===== config.mk =====
export PLATFORM = sky130hd
export DESIGN_NAME = wr_arbiter
export DESIGN_NICKNAME = d
export VERILOG_FILES = /design/src/rtl/wr_arbiter.sv
export SDC_FILE = /design/constraint.sdc
export NUM_CORES = 1
export LEC_CHECK = 0
export CORE_ASPECT_RATIO = 0.5
export CORE_MARGIN = 4
export CORE_UTILIZATION = 30
export CTS_CLUSTER_DIAMETER = 60
export DETAILED_ROUTE_END_ITERATION = 8
export PLACE_DENSITY = 0.83
export SLEW_MARGIN = 20
export SYNTH_ARGS = -nofsm -noshare
export SYNTH_HDL_FRONTEND = slang
export SYNTH_SLANG_ARGS = --single-unit

===== constraint.sdc =====
create_clock -name clk -period 2.1 [get_ports clk]
set_input_delay 0.315 -clock clk [delete_from_list [all_inputs] [get_ports clk]]
set_output_delay 0.315 -clock clk [all_outputs]
set_load 0.01 [all_outputs]

===== src/rtl/wr_arbiter.sv =====
// rtl/wr_arbiter.sv - round-robin arbiter sharing one capture writer between packet FIFOs
// Optional per-requester word/grant counters: define WR_ARB_STATS_EN.
module wr_arbiter #(
    parameter int NUM_REQ   = 2,
    parameter int DATA_W    = 32,
    parameter int BURST_LEN = 16,
    localparam int GW = (NUM_REQ > 1) ? $clog2(NUM_REQ) : 1,
    localparam int CW = $clog2(BURST_LEN + 1)
) (
    input  logic                      clk,
    input  logic                      reset,
    input  logic [NUM_REQ-1:0]        fifo_empty,
    input  logic [NUM_REQ*DATA_W-1:0] fifo_q,
    output logic [NUM_REQ-1:0]        fifo_rd,
    output logic                      wr_ctrl,
    input  logic                      wr_ctrl_rdy,
    output logic [DATA_W-1:0]         wr_data,
    output logic                      wr_valid,
    input  logic                      wr_ready,
    output logic                      wr_end,
    output logic [GW-1:0]             grant_id,
    output logic                      busy
`ifdef WR_ARB_STATS_EN
    ,
    output logic [NUM_REQ*32-1:0]     word_cnt,
    output logic [NUM_REQ*16-1:0]     grant_cnt
`endif
);

    typedef enum logic [2:0] {IDLE, ARB, START, XFER, WAIT_DONE} state_t;

    state_t        state_q, state_d;
    logic [GW-1:0] grant_q, grant_d;
    logic [GW-1:0] last_q, last_d;
    logic [CW-1:0] count_q, count_d;
    logic          wr_ctrl_q, wr_ctrl_d;
    logic          wr_end_q, wr_end_d;
    logic          busy_q, busy_d;

    logic          found;
    logic [GW-1:0] pick;
    logic [GW-1:0] cand;
    logic          gnt_empty;
    logic          in_xfer;
    logic          handshake;

    // Search starts just past the last completed grant, so the previous winner ranks last.
    always_comb begin
        found = 1'b0;
        pick  = '0;
        cand  = '0;
        for (int k = 1; k <= NUM_REQ; k++) begin
            cand = GW'((int'(last_q) + k) % NUM_REQ);
            if (!found && !fifo_empty[cand]) begin
                found = 1'b1;
                pick  = cand;
            end
        end
    end

    assign gnt_empty = fifo_empty[grant_q];
    assign in_xfer   = (state_q == XFER);
    // Gated by reset so no word is popped in the cycle the controller is being reset.
    assign wr_valid  = in_xfer && !gnt_empty && (count_q < CW'(BURST_LEN)) && !reset;
    assign handshake = wr_valid && wr_ready;
    assign fifo_rd   = handshake ? (NUM_REQ'(1) << grant_q) : '0;
    assign wr_data   = in_xfer ? fifo_q[int'(grant_q)*DATA_W +: DATA_W] : '0;
    assign wr_ctrl   = wr_ctrl_q;
    assign wr_end    = wr_end_q;
    assign grant_id  = grant_q;
    assign busy      = busy_q;

    always_comb begin
        state_d   = state_q;
        grant_d   = grant_q;
        last_d    = last_q;
        count_d   = count_q;
        wr_ctrl_d = 1'b0;
        wr_end_d  = 1'b0;
        case (state_q)
            IDLE: begin
                if (!(&fifo_empty)) state_d = ARB;
            end
            ARB: begin
                if (found) begin
                    grant_d   = pick;
                    state_d   = START;
                    wr_ctrl_d = 1'b1;
                end else begin
                    state_d = IDLE;
                end
            end
            START: begin
                count_d = '0;
                state_d = XFER;
            end
            XFER: begin
                if (handshake) count_d = count_q + CW'(1);
                if (gnt_empty || (handshake && count_q == CW'(BURST_LEN - 1))) begin
                    state_d  = WAIT_DONE;
                    wr_end_d = 1'b1;
                end
            end
            WAIT_DONE: begin
                if (wr_ctrl_rdy) begin
                    last_d  = grant_q;
                    state_d = IDLE;
                end
            end
            default: state_d = IDLE;
        endcase
        busy_d = (state_d != IDLE);
    end

    always_ff @(posedge clk) begin
        if (reset) begin
            state_q   <= IDLE;
            grant_q   <= '0;
            last_q    <= GW'(NUM_REQ - 1);
            count_q   <= '0;
            wr_ctrl_q <= 1'b0;
            wr_end_q  <= 1'b0;
            busy_q    <= 1'b0;
        end else begin
            state_q   <= state_d;
            grant_q   <= grant_d;
            last_q    <= last_d;
            count_q   <= count_d;
            wr_ctrl_q <= wr_ctrl_d;
            wr_end_q  <= wr_end_d;
            busy_q    <= busy_d;
        end
    end

`ifdef WR_ARB_STATS_EN
    logic [NUM_REQ*32-1:0] word_cnt_q, word_cnt_d;
    logic [NUM_REQ*16-1:0] grant_cnt_q, grant_cnt_d;

    always_comb begin
        word_cnt_d  = word_cnt_q;
        grant_cnt_d = grant_cnt_q;
        for (int i = 0; i < NUM_REQ; i++) begin
            if (fifo_rd[i]) word_cnt_d[i*32 +: 32] = word_cnt_q[i*32 +: 32] + 32'd1;
            if (state_q == START && grant_q == GW'(i))
                grant_cnt_d[i*16 +: 16] = grant_cnt_q[i*16 +: 16] + 16'd1;
        end
    end

    always_ff @(posedge clk) begin
        if (reset) begin
            word_cnt_q  <= '0;
            grant_cnt_q <= '0;
        end else begin
            word_cnt_q  <= word_cnt_d;
            grant_cnt_q <= grant_cnt_d;
        end
    end

    assign word_cnt  = word_cnt_q;
    assign grant_cnt = grant_cnt_q;
`endif

endmodule


# After elaboration in Yosys (flattened, before gate mapping)
# Index checks and enable logic that the tools add are counted.
# Widths: inputs -> output; s select.
# totals
regBits	13
in_bits	70
output_inout_bits	39
# classes
add_sub_neg	3
magnitude_cmp	4
n_eq_ne	6
shifts	2
mux	21
n_bitwise	2
reduce_logical	19
# ops
operator	n
$shiftx 64x7->32	1
$mux 32	1
$pmux 3 s5	1
$mux 1	12
$pmux 5 s2	1
$mux 3	3
$reduce_and 2->1	4
$eq 3x2->1 const B	2
$logic_and 1x1->1	6
$lt 1x2->1 const B	3
$add 5x1->5 const B	1
$eq 5x4->1 const B	1
$lt 5x5->1 const B	1
$mux 5	1
$mux 2	2
$reduce_or 2->1	2
$eq 3x1->1 const B	1
$eq 3x3->1 const B	1
$logic_not 1->1	3
$logic_not 3->1	1
$reduce_bool 3->1	1
$add 1x1->1 const B	2
$ne 2x1->1 const B	1
$not 1->1	2
3 further kinds	3

# Logic depth before layout (Yosys ltp)
# Gate-level depths: netlist of run 1.
# depth
ltp_word	12
ltp_mapped	6
depth_no_buf	6

# Worst setup path after synthesis of run 1
# OpenSTA, ideal clock, no wires.
# synth_timing
kind	register -> output
from	reg grant_q, in the netlist grant_id
to	out fifo_rd[0]
t_arrival_ns	1.493
setup_slack_ns	0.292
path_stages_with_launch	5
path_cell_list	dfxtp_1 -> buf_6 -> mux2_4 -> or4_4 -> nor2_1
# synth_between
elab_chain_len	8
elab_cells_between_ends	9
classes_between	shift (1); mux (3); reduce/logical (5)
# synth_rtl
item	line_no	rtl
start, declared	33	logic [GW-1:0] grant_q, grant_d;
start signal, assigned	126	grant_q <= grant_d;
$mux 1 (not written as such) (2 in series)	61	assign gnt_empty = fifo_empty[grant_q];
$logic_not 1->1	64	assign wr_valid = in_xfer && !gnt_empty && (count_q < CW'(BURST_LEN)) && !reset;
$logic_and 1x1->1 (3 in series)	64	
$logic_and 1x1->1	65	assign handshake = wr_valid && wr_ready;
$mux 2 (*)	66	assign fifo_rd = handshake ? (NUM_REQ'(1) << grant_q) : '0;
end, declared	14	output logic [NUM_REQ-1:0] fifo_rd,
# Every way passes the cells marked *; elsewhere a longest branch is shown, timed or not. The select of a mux whose other input is x is not followed.

# Worst setup path in the final report of run 1
# layout_timing
from	in fifo_empty[0]
to	out fifo_rd[0]
# layout_between
elab_chain_len	8
# layout_rtl
item	line_no	rtl
start, declared	12	input logic [NUM_REQ-1:0] fifo_empty,
$mux 1 (not written as such) (2 in series)	61	
$logic_not 1->1	64	
$logic_and 1x1->1 (3 in series)	64	
$logic_and 1x1->1	65	
$mux 2	66	
# No other way between the ends. The select of a mux whose other input is x is not followed.

==> key figures, run 1 <==
Timing
  • Worst slew pin tran: 0.274 ns
  • Hold_ws: 0.477 ns
  • Slew Limit Fails: 0
  • Slew headroom: 81.6%
  • Max Clk Rate: 0.498 GHz
  • RSZ-0062 raised after global routing: no
  • Final setup fails: 0
  • Final Hold Fails: 0
  • Crit share post-route: 95.5%
  • Fin crit period: 2.01 ns
  • Fin Clk Skew: 0.00157 ns

Logic synthesis
  • Synth Area in Adders: 2.23%
  • Mux cell area share after synthesis: ~31%
  • Dominant synthesized flop cell: dfxtp_1
  • Distinct cells, synth: 35
  • Cells after Synth: 140
  • Post-synthesis xor/xnor area fraction: 0%
  • Post-synth net total: around 210
  • Top cells by area, synth: mux2i_1 (29%), dfxtp_1 (23%), nor2_1 (12%)
  • Most frequent cell after synthesis: nor2_1
  • Yosys warns: 0
  • Post-synthesis compound-gate area fraction: 11.9%
  • Synth top area share: between 20% and 30%
  • Post-Syn Area: 0.00112 mm^2
  • Sequential fraction of the synthesis area: between 20% and 30%
  • Synthesized area per cell: 8.02 um^2
  • Post-synthesis async set-or-reset flop share: 0%
  • Synth cell count leaders: nor2_1 (37), mux2i_1 (33), dfxtp_1 (13)
  • Synthesized flop and latch total: 13
  • Cell accounting for the most synthesized area: mux2i_1
  • Post-synth EDFFs: 0
  • Largest family of logic cells by synthesized area: multiplexers
  • Post-Synth Simple-Gate Area: 27.0%

Route
  • Remaining DRCs: 0
  • Drt first pass iters: 4
  • DRT antenna net count: 0
  • Via density: 4.59
  • Vias post-DR: 1410
  • Initial DRC Count: 51
  • Post-Route WL: about 4.2 mm
  • DR WL/cell: ~14 um

Setup path
  • CP Data Required Time: roughly 1.8 ns
  • Slack of the worst reg-to-reg path: 0.39 ns
  • Startpoint types: input pin
  • R2R Path Start: count_q[0]
  • Crit Path Class: input pin to output port
  • Worst-path fanout max: 3
  • Reg2Reg Depth: 6
  • Worst flop-to-flop path endpoint: busy
  • Worst setup EP type: output port
  • Critical Path AT: 1.69 ns

Clocking
  • Clock transition at path regs: 0.06 ns
  • Worst skew pair latency: 0.24 ns
  • Hold-fix buffers, CTS: 0
  • Number of buffers created by CTS: 3
  • Clk buf depth: 2
  • CTS tree: yes
  • CTS Sinks: 13
  • H-tree Lvls: 1
  • Root buffer cell: clkbuf_8

Global routing
  • Antenna violations before repair: 0
  • Grt ovf: 0
  • Number of global-route vias before repair: 1295
  • GRT Util Overall: between 10% and 20%
  • First-pass GRT wire length: 6.29 mm
  • Largest net degree at the start of global routing: 38

Power and ir drop
  • Final Total Pwr: 0.000893 W
  • Static leakage: 0.906 nW
  • Power density cells: between 300 and 400 mW/mm^2
  • Maximum VDD drop: 0.187 mV

Min path
  • Worst hold stages: 2
  • Hold Crit Endpoint: last_q
  • Hold path start: last_q
  • Hold/Removal Path Class: flop to flop

Die
  • Die Y: around 51 um
  • Ports: 109
  • Std-Cell Rows: 15
  • Core Area: 0.00351 mm^2
  • Die W: around 95 um
  • Die area: 0.00484 mm^2
  • Initial core utilization: 32.0%

Placed design
  • IO Port Bufs: 108
  • Placer Congestion: around 0.79
  • DP Wirelength: 3.47 mm

Layout
  • Ant. Diodes: 0
  • Synth-to-Final Area Change: 113%
  • Final core utilization: a little under 70%
  • Nets: 329
  • Fill count: 296
  • Share of layout cells above drive strength 1: a little under a tenth

Status
  • Status: finished, final reports clean

Run
  • Max Cap Viol: 0
==> state kept, by name, indices dropped and copies added, names as in the netlist <==
register,flops
busy,1
count_q,5
grant_id,1
last_q,1
state_q,3
wr_ctrl,1
wr_end,1
==> cells by family after synthesis <==
kind of cell             after synthesis
AND/OR/NAND/NOR                       60
multiplexers                          34
AO/OA/AOI/OAI                         19
flip-flops                            13
buffers and inverters                 12
adder cells (fa/ha/maj)                2
==> metrics by stage <==
| stage | setup slack [ns] | cell area [um^2] | setup TNS, ns | std cells |
|---|---|---|---|---|
| 2_1_floorplan | 0.292 | 1120 | 0 | 140 |
| 3_3_place_gp | -0.314 | 2330 | -0.666 | 303 |
| 3_5_place_dp | -0.327 | 2330 | -0.699 | 303 |
| 4_1_cts | 0.0524 | 2390 | 0 | 307 |
| 5_1_grt | 0.00264 | 2390 | 0 | 307 |
| 6_report | 0.0936 | 2390 | 0 | 307 |
==> metal layers <==
layer | track usage, % | vias up | part of all wire, %
met3 | 3.38 | 6 | 5.3
met1 | 17.8 | 627 | 37
met5 | 0 | - | 0
li1 | - | 733 | -
met2 | 33.0 | 44 | 57
met4 | 5.50 | 0 | 0.95
==> where the power goes <==
group / switching [W] / internal [W] / total (W)
Combinational: 0.000148 / 0.000249 / 0.000397
Sequential: 0.00000955 / 0.000260 / 0.000270
Clock: 0.0000922 / 0.000134 / 0.000226
==> how the worst max path moves through the flow <==
stage                       end          start
floorplan            fifo_rd[0]       grant_id
global placement     fifo_rd[0]  fifo_empty[0]
detailed placement   fifo_rd[0]  fifo_empty[0]
CTS                 wr_data[18]       grant_id
global route         wr_data[5]       grant_id
finish               fifo_rd[0]  fifo_empty[0]
==> cell usage in the layout (no fill, tap or decap), drive strengths merged <==
| cell | instances |
|---|---|
| nor3b | 1 |
| nand3b | 1 |
| dlygate4sd2 | 2 |
| nand2b | 3 |
| a211o | 2 |
| mux2i | 33 |
| o32ai | 1 |
| a21o | 1 |
| o31ai | 3 |
| nor4 | 3 |
| nand3 | 3 |
| and3 | 2 |
| nand2 | 2 |
| buf | 14 |
| or3 | 1 |
| a41o | 1 |
| a32o | 1 |
| ha | 2 |
| nor3 | 1 |
| o311a | 1 |
| clkdlybuf4s50 | 105 |
| dfxtp | 13 |
| inv | 3 |
| a21oi | 3 |
| o21ai | 5 |
| clkbuf | 4 |
| or3b | 1 |
| or4 | 2 |
| a211oi | 1 |
| and2 | 1 |
| nor2b | 2 |
| nor2 | 37 |
| mux2 | 1 |
==> worst max-delay path: stages <==
cell             delay, ns
clkdlybuf4s50_1       0.42
mux2_4                0.30
or4_4                 0.42
nor2_1                0.10
buf_2                 0.13
==> area by class of cell <==
class,count,area [um^2],area share [%]
flip-flops and latches,13,262,10.9
multi-input cells,115,813,34.0
repair buffers,121,1200,50.0
inverters,3,11.3,0.471
clock buffers,4,45.0,1.88
well taps,51,63.8,2.67
==> what timing repair did <==
item | 4_1_cts | 5_1_grt
setup buffers | 0 | 0
resized for setup | 9 | 1
setup endpoints to repair | 35 | 8
pin swaps | 0 | 0
No activity file was read; power rests on OpenSTA's default activity.
==> run 2, diff against run 1 <==
Settings changed: SETUP_SLACK_MARGIN from default to 0.05.
==> run 2 against run 1 <==
Net effect: die area did not move; critical path type unchanged; critical endpoint unchanged; sequential power barely moved; register-to-register slack got worse by 0.04 ns; worst hold slack gained 0.0021 ns; total power grew 1.5%; global-route usage unchanged.
==> key figures, run 2 (synthesis results as in run 1) <==
Route
  • Met1 WL: 1.66 mm (was 1.54 mm)
  • Initial DRC Count: 46 (was 51)
  • Via density: 4.69 (was 4.59)
  • Uppermost layer routed: met4 (unchanged)
  • Remaining DRCs: 0 (unchanged)
  • Drt first pass iters: 4 (unchanged)
  • DR WL/cell: 14.2 um (was 13.6 um)
  • Met3 wire length: 224 um (unchanged)
  • Vias post-DR: 1446 (was 1410)
  • DR WL met2: 2.45 mm (was 2.38 mm)
  • Post-Route WL: 4.38 mm (was 4.19 mm)
  • DRT antenna net count: 0 (unchanged)

Layout
  • Biggest regs: count_q (5), state_q (3) (unchanged)
  • Most common cell after layout, fill and taps aside: clkdlybuf4s50_1 (unchanged)
  • Fill count: 285 (was 296)
  • Share of layout cells above drive strength 1: 10.1% (was 9.38%)
  • Most frequent cells in the layout: clkdlybuf4s50_1 (101), nor2_1 (36), mux2i_1 (33) (was clkdlybuf4s50_1 (105), nor2_1 (37), mux2i_1 (33))
  • Largest Register: count_q (unchanged)
  • Multi-input gate area: 830 um^2 (was 813 um^2)
  • Nets: 330 (was 329)
  • Ant. Diodes: 0 (unchanged)
  • Max reg flops: 5 (unchanged)
  • FF+latch area: 262 um^2 (unchanged)
  • Synth-to-Final Area Change: 118% (was 113%)
  • Final instance area: 0.00245 mm^2 (was 0.00239 mm^2)

Placed design
  • Placed Instance Area: 0.00233 mm^2 (unchanged)
  • DP Wirelength: 3.47 mm (unchanged)
  • Placer Congestion: 0.794 (unchanged)
  • IO Port Bufs: 108 (unchanged)

Timing
  • Fin crit period: 2.01 ns (about the same)
  • Setup TNS: 0 ns (unchanged)
  • Fin Clk Skew: 0.000502 ns (was 0.00157 ns)
  • Final setup fails: 0 (unchanged)
  • Slew headroom: 81.5% (was 81.6%)
  • Final Hold Fails: 0 (unchanged)
  • Crit share post-route: 95.6% (was 95.5%)
  • Slew Limit Fails: 0 (unchanged)
  • Max Clk Rate: 0.498 GHz (about the same)
  • Hold_ws: 0.479 ns (was 0.477 ns)
  • RSZ-0062 raised after global routing: yes (was no)
  • Worst slew pin tran: 0.275 ns (was 0.274 ns)

Clocking
  • Root buffer cell: clkbuf_8 (unchanged)
  • CTS tree: yes (unchanged)
  • Clock transition at path regs: 0.06 ns (about the same)
  • CTS Sinks: 13 (unchanged)
  • H-tree Lvls: 1 (unchanged)
  • Worst skew pair latency: 0.25 ns (was 0.24 ns)
  • Clk buf depth: 2 (unchanged)
  • Setup Buffers After CTS: 0 (unchanged)
  • Hold-fix buffers, CTS: 0 (unchanged)
  • Number of buffers created by CTS: 3 (unchanged)

Global routing
  • First-pass GRT wire length: 6.29 mm (unchanged)
  • Grt ovf: 0 (unchanged)
  • Largest net degree at the start of global routing: 38 (unchanged)
  • Antenna violations before repair: 0 (unchanged)
  • Number of global-route vias before repair: 1295 (unchanged)
  • GRT Util Overall: 16.7% (unchanged)

Power and ir drop
  • Switching Share: 28.5% (was 28.0%)
  • Comb pwr share: 44.8% (was 44.5%)
  • Clock network fraction of design power: 25.3% (about the same)
  • Sequential power share: 29.9% (was 30.2%)
  • P_int: 0.000648 W (was 0.000643 W)
  • Power density cells: 370 mW/mm^2 (was 374 mW/mm^2)
  • Static leakage: 0.993 nW (was 0.906 nW)
  • P_sw: 0.000258 W (was 0.000250 W)
  • Maximum VDD drop: 0.189 mV (was 0.187 mV)

Setup path
  • Crit Path Class: input pin to output port (unchanged)
  • Reg2Reg Depth: 5 (was 6)
  • Startpoint types: input pin (unchanged)
  • Worst-path fanout max: 3 (unchanged)
  • Critical Path AT: 1.69 ns (about the same)
  • CP Data Required Time: 1.78 ns (about the same)
  • Worst setup EP type: output port (unchanged)

Die
  • Ports: 109 (unchanged)
  • Die Y: 51.3 um (unchanged)
  • Die W: 94.5 um (unchanged)
  • Initial core utilization: 32.0% (unchanged)
  • Die area: 0.00484 mm^2 (unchanged)
  • Core Area: 0.00351 mm^2 (unchanged)
  • Std-Cell Rows: 15 (unchanged)

Status
  • Status: finished, final reports clean (unchanged)

Run
  • Max Cap Viol: 0 (unchanged)

Min path
  • Worst hold stages: 2 (unchanged)
  • Hold/Removal Path Class: flop to flop (unchanged)
run 2: what timing repair did:
action / CTS / global route
endpoints found under the setup margin: 35 / 31
gates resized for setup: 9 / 9
gates cloned: 0 / 1
run 2: path summary, 6_finish.rpt:
check                     start         end  slack, ns
setup reg to reg       grant_id  count_q[0]       0.35
hold / removal           last_q      last_q       0.48
hold reg to reg          last_q      last_q       0.48
setup / recovery  fifo_empty[0]  fifo_rd[0]       0.09
run 2: power by group through the flow:
stage | Clock (W) | Sequential, W | Combinational [W]
after floorplan | 0 | 0.000279 | 0.000154
after global placement | 0 | 0.000273 | 0.000387
after detailed placement | 0 | 0.000274 | 0.000395
after CTS | 0.000225 | 0.000269 | 0.000398
after global routing | 0.000242 | 0.000273 | 0.000435
final | 0.000230 | 0.000271 | 0.000406
run 2: area by class of cell:
type	instances	area share, %
Timing Repair Buffer	122	50.5
Multi-Input combinational cell	115	33.9
Sequential cell	13	10.7
Tap cell	51	2.61
Clock buffer	4	1.84
Inverter	3	0.460
run 2: layer usage:
| layer | vias up | GRT usage (%) |
|---|---|---|
| li1 | 735 | - |
| met1 | 657 | 17.8 |
| met2 | 46 | 33.0 |
| met3 | 8 | 3.38 |
| met4 | 0 | 5.50 |
| met5 | - | 0 |
run 2: critical path, cell delays in order:
cell and delay (ns):
clkdlybuf4s50_1 0.42, mux2_4 0.31, or4_4 0.45, nor2_4 0.10
buf_6 0.10
run 2: stage by stage:
stage               cells  total power [W]  setup WS, ns  utilization (%)
finish                308         0.000906        0.0921             69.8
global route          308         0.000950        0.0367             69.8
floorplan             140         0.000432         0.292                -
global placement      303         0.000661        -0.314             66.5
detailed placement    303         0.000669        -0.327             66.5
CTS                   307         0.000893        0.0524             68.0
